[config.mk]
export PLATFORM = sky130hd
export DESIGN_NAME = bp_be_lce_req_arbiter_flat
export DESIGN_NICKNAME = d
export VERILOG_FILES = /design/src/rtl/bp_be_lce_req_arbiter_pkg.sv /design/src/rtl/bp_be_lce_req_arbiter_if.sv /design/src/rtl/bp_be_lce_req_arbiter_buf.sv /design/src/rtl/bp_be_lce_req_arbiter.sv /design/src/flat_wrapper.sv
export SDC_FILE = /design/constraint.sdc
export NUM_CORES = 1
export LEC_CHECK = 0
export ABC_CLOCK_PERIOD_IN_PS = 20100
export CELL_PAD_IN_SITES_DETAIL_PLACEMENT = 1
export CELL_PAD_IN_SITES_GLOBAL_PLACEMENT = 1
export CORE_UTILIZATION = 25
export CTS_CLUSTER_DIAMETER = 40
export CTS_CLUSTER_SIZE = 24
export DETAILED_ROUTE_END_ITERATION = 10
export GPL_TIMING_DRIVEN = 0
export PLACE_DENSITY_LB_ADDON = 0.1
export SLEW_MARGIN = 5
export SYNTH_ARGS = -nofsm -noshare
export SYNTH_HDL_FRONTEND = slang
export SYNTH_HIERARCHICAL = 1
export SYNTH_SLANG_ARGS = --single-unit
[constraint.sdc]
create_clock -name clk_i -period 20.1 [get_ports clk_i]
set_input_delay 2.01 -clock clk_i [delete_from_list [all_inputs] [get_ports clk_i]]
set_output_delay 2.01 -clock clk_i [all_outputs]
set_load 0.005 [all_outputs]
[src/rtl/bp_be_lce_req_arbiter_pkg.sv]
// Shared types for the back-end LCE request arbiter.
package bp_be_pkg;

    typedef enum logic {
        e_lce_req_src_dcache = 1'b0,
        e_lce_req_src_ptw    = 1'b1
    } bp_be_lce_req_src_e;

    function automatic bp_be_lce_req_src_e other_src(input bp_be_lce_req_src_e src);
        return (src == e_lce_req_src_dcache) ? e_lce_req_src_ptw : e_lce_req_src_dcache;
    endfunction

endpackage

[src/rtl/bp_be_lce_req_arbiter_if.sv]
// Requester, network and credit signals of the LCE request arbiter.
interface bp_be_lce_req_arbiter_if
    import bp_be_pkg::*;
#(
    parameter int unsigned req_width_p = 128
) ();

    logic [req_width_p-1:0] req0_i;
    logic                   req0_v_i;
    logic                   req0_ready_o;
    logic [req_width_p-1:0] req1_i;
    logic                   req1_v_i;
    logic                   req1_ready_o;
    logic [req_width_p-1:0] lce_req_o;
    logic                   lce_req_v_o;
    logic                   lce_req_ready_i;
    bp_be_lce_req_src_e     lce_req_grant_o;
    logic                   credit_return_i;
    logic                   credits_full_o;
    logic                   credits_empty_o;

    modport master (
        output req0_i, req0_v_i, req1_i, req1_v_i, lce_req_ready_i, credit_return_i,
        input  req0_ready_o, req1_ready_o, lce_req_o, lce_req_v_o, lce_req_grant_o,
               credits_full_o, credits_empty_o
    );

    modport slave (
        input  req0_i, req0_v_i, req1_i, req1_v_i, lce_req_ready_i, credit_return_i,
        output req0_ready_o, req1_ready_o, lce_req_o, lce_req_v_o, lce_req_grant_o,
               credits_full_o, credits_empty_o
    );

endinterface

[src/rtl/bp_be_lce_req_arbiter_buf.sv]
// One-entry valid/data buffer; a slot cannot fill and drain in the same cycle.
module bp_be_lce_req_buf #(
    parameter int unsigned width_p = 128
) (
    input  logic               clk_i,
    input  logic               reset_n_i,
    input  logic               v_i,
    output logic               ready_o,
    input  logic [width_p-1:0] data_i,
    output logic               v_o,
    input  logic               yumi_i,
    output logic [width_p-1:0] data_o
);

    logic               v_r;
    logic [width_p-1:0] data_r;

    always_ff @(posedge clk_i) begin
        if (!reset_n_i) begin
            v_r <= 1'b0;
        end else if (v_i && ready_o) begin
            v_r <= 1'b1;
        end else if (yumi_i) begin
            v_r <= 1'b0;
        end
    end

    always_ff @(posedge clk_i) begin
        if (v_i && ready_o) begin
            data_r <= data_i;
        end
    end

    always_comb begin
        ready_o = ~v_r;
        v_o     = v_r;
        data_o  = data_r;
    end

endmodule

[src/rtl/bp_be_lce_req_arbiter.sv]
// Round-robin arbiter sharing the LCE request port between the D$ miss path and the PTW,
// with an outstanding-request credit counter.
module bp_be_lce_req_arbiter
    import bp_be_pkg::*;
#(
    parameter int unsigned req_width_p = 128,
    parameter int unsigned credits_p   = 8
) (
    input logic              clk_i,
    input logic              reset_n_i,
    bp_be_lce_req_arbiter_if.slave bus
);

    localparam int unsigned ctr_w = $clog2(credits_p + 1);

    logic                   buf0_v, buf1_v;
    logic                   buf0_ready, buf1_ready;
    logic [req_width_p-1:0] buf0_data, buf1_data;
    logic                   yumi0, yumi1;

    bp_be_lce_req_src_e     last_grant_r;
    bp_be_lce_req_src_e     lock_grant_r;
    logic                   grant_lock_r;
    logic [ctr_w-1:0]       count_r;

    bp_be_lce_req_src_e     grant;
    logic                   full, empty;
    logic                   elig0, elig1;
    logic                   req_v, send;

    bp_be_lce_req_buf #(.width_p(req_width_p)) buf0 (
        .clk_i     (clk_i),
        .reset_n_i (reset_n_i),
        .v_i       (bus.req0_v_i & reset_n_i),
        .ready_o   (buf0_ready),
        .data_i    (bus.req0_i),
        .v_o       (buf0_v),
        .yumi_i    (yumi0),
        .data_o    (buf0_data)
    );

    bp_be_lce_req_buf #(.width_p(req_width_p)) buf1 (
        .clk_i     (clk_i),
        .reset_n_i (reset_n_i),
        .v_i       (bus.req1_v_i & reset_n_i),
        .ready_o   (buf1_ready),
        .data_i    (bus.req1_i),
        .v_o       (buf1_v),
        .yumi_i    (yumi1),
        .data_o    (buf1_data)
    );

    // A locked grant overrides round-robin so the offered message stays put until sent.
    always_comb begin
        full  = (count_r == ctr_w'(credits_p));
        empty = (count_r == '0);
        elig0 = buf0_v & ~full;
        elig1 = buf1_v & ~full;
        grant = e_lce_req_src_dcache;
        if (grant_lock_r) begin
            grant = lock_grant_r;
        end else if (elig0 && elig1) begin
            grant = other_src(last_grant_r);
        end else if (elig1) begin
            grant = e_lce_req_src_ptw;
        end
        req_v = reset_n_i & ~full & (grant_lock_r | elig0 | elig1);
        send  = req_v & bus.lce_req_ready_i;
        yumi0 = send & (grant == e_lce_req_src_dcache);
        yumi1 = send & (grant == e_lce_req_src_ptw);
    end

    always_comb begin
        bus.req0_ready_o    = buf0_ready & reset_n_i;
        bus.req1_ready_o    = buf1_ready & reset_n_i;
        bus.lce_req_o       = (grant == e_lce_req_src_ptw) ? buf1_data : buf0_data;
        bus.lce_req_v_o     = req_v;
        bus.lce_req_grant_o = grant;
        bus.credits_full_o  = full & reset_n_i;
        bus.credits_empty_o = empty | ~reset_n_i;
    end

    always_ff @(posedge clk_i) begin
        if (!reset_n_i) begin
            last_grant_r <= e_lce_req_src_ptw;
            lock_grant_r <= e_lce_req_src_dcache;
            grant_lock_r <= 1'b0;
        end else if (send) begin
            last_grant_r <= grant;
            grant_lock_r <= 1'b0;
        end else if (req_v) begin
            lock_grant_r <= grant;
            grant_lock_r <= 1'b1;
        end
    end

    // A return arriving with nothing outstanding is dropped rather than wrapping the count.
    always_ff @(posedge clk_i) begin
        if (!reset_n_i) begin
            count_r <= '0;
        end else if (send && !bus.credit_return_i) begin
            count_r <= count_r + 1'b1;
        end else if (!send && bus.credit_return_i && !empty) begin
            count_r <= count_r - 1'b1;
        end
    end

    always_ff @(posedge clk_i) begin
        if (reset_n_i) begin
            assert (!(bus.credit_return_i && empty))
            else $warning("credit_return_i with no outstanding requests");
        end
    end

endmodule

[src/flat_wrapper.sv]
// flat-port wrapper written by rule: the top's interface ports become plain ports
module bp_be_lce_req_arbiter_flat import bp_be_pkg::*;
#(
    parameter int unsigned req_width_p = 128,
    parameter int unsigned credits_p   = 8
)
  (clk_i, reset_n_i, bus_req0_i, bus_req0_v_i, bus_req1_i, bus_req1_v_i, bus_lce_req_ready_i, bus_credit_return_i, bus_req0_ready_o, bus_req1_ready_o, bus_lce_req_o, bus_lce_req_v_o, bus_lce_req_grant_o, bus_credits_full_o, bus_credits_empty_o);
  bp_be_lce_req_arbiter_if #(.req_width_p(req_width_p)) bus_i ();
  input logic clk_i;
  input logic reset_n_i;
  input wire logic [$bits(bus_i.req0_i)-1:0] bus_req0_i;
  input wire logic [$bits(bus_i.req0_v_i)-1:0] bus_req0_v_i;
  input wire logic [$bits(bus_i.req1_i)-1:0] bus_req1_i;
  input wire logic [$bits(bus_i.req1_v_i)-1:0] bus_req1_v_i;
  input wire logic [$bits(bus_i.lce_req_ready_i)-1:0] bus_lce_req_ready_i;
  input wire logic [$bits(bus_i.credit_return_i)-1:0] bus_credit_return_i;
  output wire logic [$bits(bus_i.req0_ready_o)-1:0] bus_req0_ready_o;
  output wire logic [$bits(bus_i.req1_ready_o)-1:0] bus_req1_ready_o;
  output wire logic [$bits(bus_i.lce_req_o)-1:0] bus_lce_req_o;
  output wire logic [$bits(bus_i.lce_req_v_o)-1:0] bus_lce_req_v_o;
  output wire logic [$bits(bus_i.lce_req_grant_o)-1:0] bus_lce_req_grant_o;
  output wire logic [$bits(bus_i.credits_full_o)-1:0] bus_credits_full_o;
  output wire logic [$bits(bus_i.credits_empty_o)-1:0] bus_credits_empty_o;
  assign bus_i.req0_i = bus_req0_i;
  assign bus_i.req0_v_i = bus_req0_v_i;
  assign bus_i.req1_i = bus_req1_i;
  assign bus_i.req1_v_i = bus_req1_v_i;
  assign bus_i.lce_req_ready_i = bus_lce_req_ready_i;
  assign bus_i.credit_return_i = bus_credit_return_i;
  assign bus_req0_ready_o = bus_i.req0_ready_o;
  assign bus_req1_ready_o = bus_i.req1_ready_o;
  assign bus_lce_req_o = bus_i.lce_req_o;
  assign bus_lce_req_v_o = bus_i.lce_req_v_o;
  assign bus_lce_req_grant_o = bus_i.lce_req_grant_o;
  assign bus_credits_full_o = bus_i.credits_full_o;
  assign bus_credits_empty_o = bus_i.credits_empty_o;
  bp_be_lce_req_arbiter #(.req_width_p(req_width_p), .credits_p(credits_p)) u_core (.clk_i(clk_i), .reset_n_i(reset_n_i), .bus(bus_i));
endmodule
==> reports/metrics.csv, run 1 <==
metric;value;unit
outcome;finished clean;
placed wire-length estimate;20440;um
top-area cell type share of the netlist area;0.7785;
CTS root buf;clkbuf_16;
drt via density;4.063;
PostCTS Resize Cnt;0;
H-tree lvl count;2;
final hold slack;0.5222;ns
reg2reg start;u_core/buf0/v_o;
CP Capture Type;primary output;
antenna violations before repair;6;
Placed Instances;1396;
endpoints failing hold;0;
fin crit share;0.2893;
area leader, netlist;edfxtp_1;
leak pwr;5.731;nW
post-synthesis cell count;474;
Multi-input gate area;1872;um2
FP Rows;72;
Hold WC Path Type;reg2reg;
dpl ws;14.25;ns
dpl cell area;14700;um2
Final Non-Filler Cells;1495;
Slew HR;0.3340;
Max Cap Viol;0;
flip-flop and latch area;7868;um2
flop2flop setup slack;17.34;ns
syn avg cell area;20.83;um2
Netlist Area Pre-Place;9874;um2
Least-Margin Pin Slew;0.9834;ns
Worst Reg-to-Reg Cells;7;
Total Neg Setup Slack;0;ns
GRT Residual Overflow;0;
Syn. warnings;6;
EDFF count, synth;256;
Post-CTS Setup Inserts;0;
DIE WIDTH;200.7;um
#FFs+latches synth;265;
Worst Clk Skew;0.01566;ns
clock latency at the later pin of the worst-skew pair;0.57;ns
TritonCTS Buffers;51;
Filler cells;3850;
wirelength, routed;28290;um
Routed Antenna Nets;0;
ranking of synthesized cells by area;edfxtp_1, mux2_1, mux2_2, dfxtp_1, buf_6;
worst hold start;u_core/count_r[3];
I/O Buffers;394;
I/O pin cnt;396;
vias in the first global route;6836;
Final Max Tran Viols;0;
DRT Pass-1 Iters;6;
Util after Layout;0.4256;
GRT Overall Usage;0.1423;
fmax;0.1720;GHz
clock slew at reported path FFs;0.04;ns
Hold-fix buffers, CTS;0;
Synth cell types;37;
Layout area overhead;67.36;%
core box area;38830;um2
ys flop type;edfxtp_1;
final setup vio count;0;
Worst VDD drop;0.00006132;V
Pwr Density;108.1;nW/um2
Via Count;6074;
ys async rst share;0;
die height;200.7;um
WHS Endpoint;u_core/count_r[3];
Critical Path RT;18.09;ns
CP Launch Type;input pin;
CTS tree;done;
fin nets;1196;
Starting Density;0.2543;
hold depth;1;
r2r endpoint;u_core/count_r[3];
RePlAce Congestion;0.7047;
Syn Nets;739;
largest net degree at the start of global routing;28;
wire per inst;18.92;um
Final Cell Area;16530;um2
DR DRC count;0;
WP data arrival;3.81;ns
Final Total Pwr;1.786;mW
WS Path Type;in2out;
die area;40300;um2
first-pass GRT wire length;42550;um
RSZ-0062 raised after global routing;no;
DR iter-0 viols;149;
share of layout cells above drive strength 1;0.1715;
Clock Tree Buf Depth;3;
sequential fraction of the synthesis area;0.7968;
CTS sink cnt;265;
min Tclk post-route;5.815;ns
crit-path max FO;10;
final worst slack;14.28;ns
[kinds of logic (layout without fill, tap and decap cells)]
kind of cell / after synthesis / in the layout / synth area share
compound gates: 17 / 17 / 0.01369
flops: 265 / 265 / 0.7968
simple gates: 37 / 37 / 0.02002
other cells: 0 / 3 / 0
buf+inv: 20 / 520 / 0.01521
mux: 130 / 130 / 0.1480
xor+xnor: 2 / 2 / 0.001774
fa+ha+maj: 3 / 3 / 0.004561
[worst max-delay path, stage by stage]
cell and delay [ns]:
clkdlybuf4s50_1 0.51, buf_2 0.23, clkbuf_1 0.34, and2_1 0.20
clkdlybuf4s50_1 0.50
[where the power goes]
group | total [mW] | leakage (nW) | internal [mW] | switching, mW
sequential | 0.652 | 2.46 | 0.639 | 0.0128
clock | 0.891 | 0.875 | 0.600 | 0.290
combinational | 0.243 | 2.40 | 0.152 | 0.0918
[flip-flops by register name (all words and copies together) (netlist names)]
name                 count
u_core/lock_grant_r      1
u_core/grant_lock_r      1
u_core/buf0/v_o          1
u_core/count_r           4
u_core/buf1/v_o          1
u_core/buf1/data_o     128
u_core/buf0/data_o     128
u_core/last_grant_r      1
[synthesized netlist by cell type (2+ instances only)]
cell type / instances
dfxtp_1: 9
mux2_2: 48
ha_1: 2
edfxtp_1: 256
o21ai_0: 2
o22ai_1: 2
mux2_1: 80
nor2_1: 7
nand2_1: 12
clkbuf_1: 2
mux2i_1: 2
nor3_1: 3
inv_1: 3
a21oi_1: 2
and2_1: 6
o211a_1: 2
buf_6: 9
buf_2: 6
nor2b_1: 3
[layer usage]
metal,up-vias,global-route usage,share of wire,wire length [um]
met5,-,0,0.00095,27
met4,4,0.06161,0.028,785
met3,61,0.07922,0.12,3448
met2,272,0.2259,0.47,13210
met1,2922,0.1560,0.38,10820
li1,2815,-,-,-
[how the worst max path moves through the flow]
| stage | from | endpoint | slack [ns] | depth (start not counted) |
|---|---|---|---|---|
| 2_1_floorplan | reset_n_i | u_core/buf0/data_o[0] | 11.25 | 4 |
| 6_report | reset_n_i | bus_credits_full_o | 14.28 | 5 |
| 4_1_cts | reset_n_i | bus_credits_full_o | 14.25 | 5 |
| 3_5_place_dp | reset_n_i | bus_credits_full_o | 14.25 | 5 |
| 3_3_place_gp | reset_n_i | u_core/buf0/data_o[0] | 5.87 | 5 |
| 5_1_grt | reset_n_i | bus_credits_full_o | 14.09 | 5 |
[layout by cell type (no fill, tap or decap), types with 2 or more instances in the layout]
cell	count
and2_1	6
edfxtp_1	256
mux2i_1	2
bufinv_16	9
nand2_1	12
nor2_1	7
clkinv_2	8
inv_1	3
inv_6	5
mux2_2	48
buf_2	6
buf_16	2
nor3_1	3
clkinv_1	4
dfxtp_1	9
buf_12	8
buf_6	9
mux2_1	80
clkbuf_16	52
clkbuf_8	3
clkinv_4	3
o21ai_0	2
diode_2	3
clkinvlp_4	7
a21oi_1	2
o22ai_1	2
ha_1	2
clkdlybuf4s50_1	394
o211a_1	2
clkbuf_1	6
nor2b_4	2
[final cells by class]
type / instances / area share
inverters: 3 / 0.0006814
diodes: 3 / 0.0004543
plain buffers: 17 / 0.008404
repair buffers: 404 / 0.2517
multi-input cells: 189 / 0.1133
well taps: 518 / 0.03922
clock inverters: 37 / 0.02809
clock buffers: 59 / 0.08215
flip-flops and latches: 265 / 0.4761
Power figures use the tool's default switching activity.
==> run 2, diff against run 1 <==
--- a/config.mk
+++ b/config.mk
@@ -5,7 +5,7 @@
 export SDC_FILE = /design/constraint.sdc
 export NUM_CORES = 1
 export LEC_CHECK = 0
-export ABC_CLOCK_PERIOD_IN_PS = 20100
+export ABC_CLOCK_PERIOD_IN_PS = 5850
 export CELL_PAD_IN_SITES_DETAIL_PLACEMENT = 1
 export CELL_PAD_IN_SITES_GLOBAL_PLACEMENT = 1
 export CORE_UTILIZATION = 25
==> constraint.sdc (replaced) <==
create_clock -name clk_i -period 5.85 [get_ports clk_i]
set_input_delay 0.585 -clock clk_i [delete_from_list [all_inputs] [get_ports clk_i]]
set_output_delay 0.585 -clock clk_i [all_outputs]
set_load 0.005 [all_outputs]
==> run 2 against run 1 <==
First-iteration DRC count rose by 28%. Sequential cell count did not move. Wire length grew 0.54%. Total power rose to 3.3 times the previous value. Register-to-register slack lost 14 ns. Final cell count shrank 0.40%.
==> reports/metrics.csv, run 2 (synthesis gave the netlist of run 1 again) <==
metric;value;unit;change
outcome;finished clean;;
core box area;38830;um2;unchanged
CTS tree;done;;
first-pass GRT wire length;42260;um;-0.68%
FP Rows;72;;unchanged
Worst VDD drop;0.0002109;V;+240%
GRT Residual Overflow;0;;unchanged
share of layout cells above drive strength 1;0.1608;;-0.01063
CP Launch Type;flip-flop;;
Final Total Pwr;5.871;mW;+230%
Critical Path RT;5.27;ns;-12.82 ns
commonest non-fill, non-tap cell in the layout;clkdlybuf4s50_1;;
Flop pwr share;0.382;;+0.017
Final Cell Area;16370;um2;-0.93%
Comb pwr share;0.142;;+0.006
WS Path Type;reg2out;;
NetSw;1.317;mW;+230%
Pwr Density;358.6;nW/um2;+230%
Hold WC Path Type;reg2reg;;
Clock Tree Buf Depth;3;;unchanged
H-tree lvl count;2;;unchanged
dpl cell area;14720;um2;+0.19%
vias in the first global route;6692;;-2.1%
most frequent cells in the layout;clkdlybuf4s50_1, edfxtp_1, mux2_1;;
Int Pwr;4.554;mW;+230%
fmax;0.2433;GHz;
Worst Clk Skew;0.01110;ns;-0.004556 ns
Routed Antenna Nets;0;;unchanged
DIE WIDTH;200.7;um;unchanged
Slew HR;0.3214;;-0.01262
Critical Path, Cell by Cell;a21bo_2 > o31ai_2 > buf_6 > buf_6 > mux2_1 > clkdlybuf4s50_1;;
RePlAce Congestion;0.7275;;+3.2%
placed wire-length estimate;20660;um;+1.1%
Least-Margin Pin Slew;1.012;ns;+0.02840 ns
DR iter-0 viols;190;;+28%
fin crit share;0.7026;;
sw frac;0.2243;;+0.003150
Post-CTS Setup Inserts;0;;unchanged
I/O pin cnt;396;;unchanged
Via Count;6073;;-0.016%
Max Cap Viol;0;;unchanged
CP Capture Type;primary output;;
clock latency at the later pin of the worst-skew pair;0.57;ns;about the same
min Tclk post-route;4.110;ns;
wire per inst;19.10;um;+0.95%
CP max stage cell;o31ai_2;;
TritonCTS Buffers;50;;-2.0%
Filler cells;3801;;-1.3%
leak pwr;5.667;nW;-1.1%
drt via density;4.079;;+0.39%
clock network power share;0.476;;-0.023
fin nets;1196;;unchanged
dpl ws;2.144;ns;-12.11 ns
delay-heaviest family, CP;compound AO/OA/AOI/OAI gates;;
WP buf/inv;3;;-1
CTS sink cnt;265;;unchanged
GRT Overall Usage;0.1416;;-0.0006874
die area;40300;um2;unchanged
crit-path max FO;10;;unchanged
I/O Buffers;394;;unchanged
Largest stage delay, worst path;0.80;ns;+0.29 ns
RSZ-0062 raised after global routing;no;;
wirelength, routed;28440;um;+0.54%
CP most frequent cell;buf_6;;
antenna violations before repair;3;;-3
Layout area overhead;65.80;%;
DR DRC count;0;;unchanged
WP data arrival;3.53;ns;-0.28 ns
clock slew at reported path FFs;0.05;ns;about the same
Util after Layout;0.4217;;-0.003963
Final Max Tran Viols;0;;unchanged
Hold-fix buffers, CTS;0;;unchanged
final hold slack;0.5051;ns;-0.01713 ns
die height;200.7;um;unchanged
final worst slack;1.740;ns;-12.55 ns
CTS root buf;clkbuf_16;;
endpoints failing hold;0;;unchanged
DRT Pass-1 Iters;4;;-2
Starting Density;0.2543;;unchanged
final setup vio count;0;;unchanged
largest net degree at the start of global routing;28;;unchanged
PostCTS Resize Cnt;0;;unchanged
==> run 2: cell count changes in the layout (fill, tap and decap cells not counted) <==
cell,previous run,this run
buf_16,2,3
clkbuf_8,3,0
clkinvlp_4,7,2
clkinv_4,3,6
clkinv_2,8,6
bufinv_16,9,6
clkinv_1,4,6
clkbuf_1,6,11
diode_2,3,1
clkbuf_16,52,50
==> run 2: per-layer routing <==
layer | part of all wire | GRT usage
met5 | 0.00091 | 0
met4 | 0.020 | 0.04144
met3 | 0.10 | 0.07159
met2 | 0.50 | 0.2414
met1 | 0.38 | 0.1535
==> run 2: cell type report <==
class | count | area (um2) | share of cell area
Antenna cell | 1 | 2.502 | 0.0001528
Buffer | 17 | 138.9 | 0.008483
Clock buffer | 59 | 1285 | 0.07849
Clock inverter | 32 | 360.3 | 0.02201
Inverter | 3 | 11.26 | 0.0006878
Multi-Input combinational cell | 189 | 1872 | 0.1143
Sequential cell | 265 | 7868 | 0.4805
Tap cell | 518 | 648.1 | 0.03959
Timing Repair Buffer | 405 | 4187 | 0.2557
==> run 2: final timing paths <==
path         slack (ns)               from  cells after the start                 to
max                1.74    u_core/buf1/v_o                      6  bus_lce_req_o[39]
max reg2reg        3.14    u_core/buf0/v_o                      7  u_core/count_r[3]
min                0.51  u_core/count_r[3]                      1  u_core/count_r[3]
min reg2reg        0.51  u_core/count_r[3]                      1  u_core/count_r[3]
==> run 2: stage by stage <==
stage               TNS [ns]  std cells
finish                     0       1489
global route               0       1489
CTS                        0       1488
detailed placement         0       1397
global placement     -676.33       1386
floorplan                  0        474
==> run 2: power groups by stage <==
stage / Clock (mW) / Combinational [mW] / Sequential, mW
6_report: 2.80 / 0.834 / 2.24
5_1_grt: 2.97 / 0.908 / 2.25
4_1_cts: 2.89 / 0.863 / 2.24
3_5_place_dp: 0 / 0.856 / 2.28
3_3_place_gp: 0 / 0.832 / 2.29
2_1_floorplan: 0 / 0.332 / 2.27
==> run 3, diff against run 2 <==
--- a/config.mk
+++ b/config.mk
@@ -5,7 +5,7 @@
 export SDC_FILE = /design/constraint.sdc
 export NUM_CORES = 1
 export LEC_CHECK = 0
-export ABC_CLOCK_PERIOD_IN_PS = 5850
+export ABC_CLOCK_PERIOD_IN_PS = 3920
 export CELL_PAD_IN_SITES_DETAIL_PLACEMENT = 1
 export CELL_PAD_IN_SITES_GLOBAL_PLACEMENT = 1
 export CORE_UTILIZATION = 25
==> constraint.sdc (replaced) <==
create_clock -name clk_i -period 3.92 [get_ports clk_i]
set_input_delay 0.392 -clock clk_i [delete_from_list [all_inputs] [get_ports clk_i]]
set_output_delay 0.392 -clock clk_i [all_outputs]
set_load 0.005 [all_outputs]
==> run 3 against run 2 <==
Clock skew up 0.014 ns. Setup slack worse by 1.3 ns. Sequential cell count unchanged. Clock-buffer cell count unchanged. Core utilization about the same. Via count about the same. Combinational power up 51%. Die area unchanged. Non-clock buffer count unchanged. Final cell count up 0.20%. Sequential share of layout area about the same. Register-to-register slack worse by 1.9 ns. Critical path type unchanged. Highest routed layer unchanged.
==> reports/metrics.csv, run 3 (synthesis gave the netlist of run 1 again) <==
metric;value;unit;change
outcome;finished clean;;
fin crit share;0.9002;;
crit-path max FO;10;;unchanged
CP max stage cell;clkdlybuf4s50_1;;
commonest non-fill, non-tap cell in the layout;clkdlybuf4s50_1;;
core box area;38830;um2;unchanged
clock latency at the later pin of the worst-skew pair;0.57;ns;about the same
vias in the first global route;6637;;-0.82%
die height;200.7;um;unchanged
wirelength, routed;29140;um;+2.4%
I/O pin cnt;396;;unchanged
flip-flop and latch area;7868;um2;unchanged
Largest stage delay, worst path;0.54;ns;-0.26 ns
Max Cap Viol;0;;unchanged
Layout area overhead;65.91;%;about the same
GRT Overall Usage;0.1459;;+0.004235
placed wire-length estimate;21160;um;+2.4%
Critical Path RT;3.53;ns;-1.74 ns
FP Rows;72;;unchanged
leak pwr;5.665;nW;about the same
TritonCTS Buffers;51;;+2.0%
r2r endpoint;u_core/count_r[3];;
drt via density;4.068;;-0.25%
hold depth;1;;unchanged
most frequent cells in the layout;clkdlybuf4s50_1, edfxtp_1, mux2_1;;
Worst Reg-to-Reg Cells;7;;unchanged
Post-CTS Setup Inserts;0;;unchanged
CTS tree;done;;
Slew HR;0.3802;;+0.05880
Placed Instances;1397;;unchanged
DRT Pass-1 Iters;4;;unchanged
WP data arrival;3.14;ns;-0.39 ns
CTS sink cnt;265;;unchanged
final setup vio count;0;;unchanged
endpoints failing hold;0;;unchanged
CP Launch Type;flip-flop;;
Clock Tree Buf Depth;3;;unchanged
Final Max Tran Viols;0;;unchanged
antenna violations before repair;5;;+2
share of layout cells above drive strength 1;0.1636;;+0.002756
Routed Antenna Nets;0;;unchanged
flop2flop setup slack;1.22;ns;-1.92 ns
WHS Endpoint;u_core/buf1/data_o[60];;
I/O Buffers;394;;unchanged
Hold WC Path Type;in2reg;;
GRT Residual Overflow;0;;unchanged
Least-Margin Pin Slew;0.9152;ns;-0.09658 ns
DR DRC count;0;;unchanged
Worst Clk Skew;0.02543;ns;+0.01433 ns
first-pass GRT wire length;43080;um;+1.9%
DR iter-0 viols;150;;-21%
H-tree lvl count;2;;unchanged
Pwr Density;536.6;nW/um2;+50%
fmax;0.2834;GHz;
Final Total Pwr;8.791;mW;+50%
reg2reg start;u_core/buf0/v_o;;
Worst VDD drop;0.0003174;V;+50%
DIE WIDTH;200.7;um;unchanged
die area;40300;um2;unchanged
RSZ-0062 raised after global routing;no;;
fin nets;1197;;+0.084%
min Tclk post-route;3.529;ns;
Via Count;6070;;-0.049%
worst hold start;bus_req1_i[60];;
Final Non-Filler Cells;1492;;+0.20%
wire per inst;19.53;um;+2.2%
Filler cells;3840;;+1.0%
RePlAce Congestion;0.7028;;-3.4%
clock slew at reported path FFs;0.06;ns;about the same
Critical Path, Cell by Cell;a21bo_2 > o31ai_4 > buf_6 > buf_6 > mux2_1 > clkdlybuf4s50_1;;
CP Capture Type;primary output;;
CP most frequent cell;buf_6;;
CTS root buf;clkbuf_16;;
Starting Density;0.2543;;unchanged
Multi-input gate area;1881;um2;+0.47%
WS Path Type;reg2out;;
largest net degree at the start of global routing;27;;-3.6%
## run 3: cell types whose count changed in the layout (fill, tap and decap cells not counted), moves of 2 or more
cell        before  now
clkbuf_1        11    9
clkinv_2         6    9
inv_6            5    3
clkinvlp_4       2    5
## run 3: where the power goes
part / switching (mW) / leakage (nW) / total [mW] / internal (mW)
Combinational: 0.481 / 2.41 / 1.26 / 0.780
Sequential: 0.0674 / 2.46 / 3.34 / 3.28
Clock: 1.46 / 0.796 / 4.19 / 2.72
Total: 2.01 / 5.67 / 8.79 / 6.78
## run 3: worst max-delay path by stage
stage                               start                     end  slack (ns)
after floorplan                 reset_n_i   u_core/buf0/data_o[0]        0.62
after global placement          reset_n_i  u_core/buf0/data_o[35]       -1.78
after detailed placement        reset_n_i  u_core/buf0/data_o[25]        0.41
after CTS                 u_core/buf1/v_o       bus_lce_req_o[49]       0.008
after global routing      u_core/buf1/v_o       bus_lce_req_o[49]        0.17
final                     u_core/buf1/v_o       bus_lce_req_o[49]        0.39
## run 3: worst max-delay path: cells and delay by family, from the launching register on
kind            cells  cell delay [ns]
mux                 1             0.33
buf+inv             3             1.04
flops               1             0.50
compound gates      2             0.71
## run 3: area by class of cell
class | count | area share
diodes | 2 | 0.0003055
flip-flops and latches | 265 | 0.4802
multi-input cells | 189 | 0.1148
clock buffers | 59 | 0.08034
plain buffers | 17 | 0.008477
well taps | 518 | 0.03956
inverters | 3 | 0.0006873
clock inverters | 34 | 0.02009
repair buffers | 405 | 0.2555
## run 3: per-layer routing
layer | vias up | wire [um] | track usage
met5 | - | 41 | 0
met2 | 229 | 14940 | 0.2500
li1 | 2810 | - | -
met3 | 55 | 2639 | 0.06883
met1 | 2970 | 10860 | 0.1573
met4 | 6 | 663 | 0.05016
## run 3: repair_timing
| action | 4_1_cts | 5_1_grt |
|---|---|---|
| setup endpoints to repair | 0 | 40 |
| hold buffers | 0 | 0 |
| resized for setup | 0 | 1 |
## run 3: stage by stage
stage / TNS [ns] / hold WS, ns / setup WS, ns / utilization / instance area, um2
detailed placement: 0 / 0.5021 / 0.4083 / 0.3792 / 14720
floorplan: 0 / 0.4511 / 0.6154 / - / 9889
global route: 0 / 0.3326 / 0.1676 / 0.4219 / 16380
finish: 0 / 0.3716 / 0.3913 / 0.4220 / 16380
global placement: -450.55 / 0.5020 / -1.784 / 0.3730 / 14480
CTS: 0 / 0.3269 / 0.008013 / 0.4216 / 16370
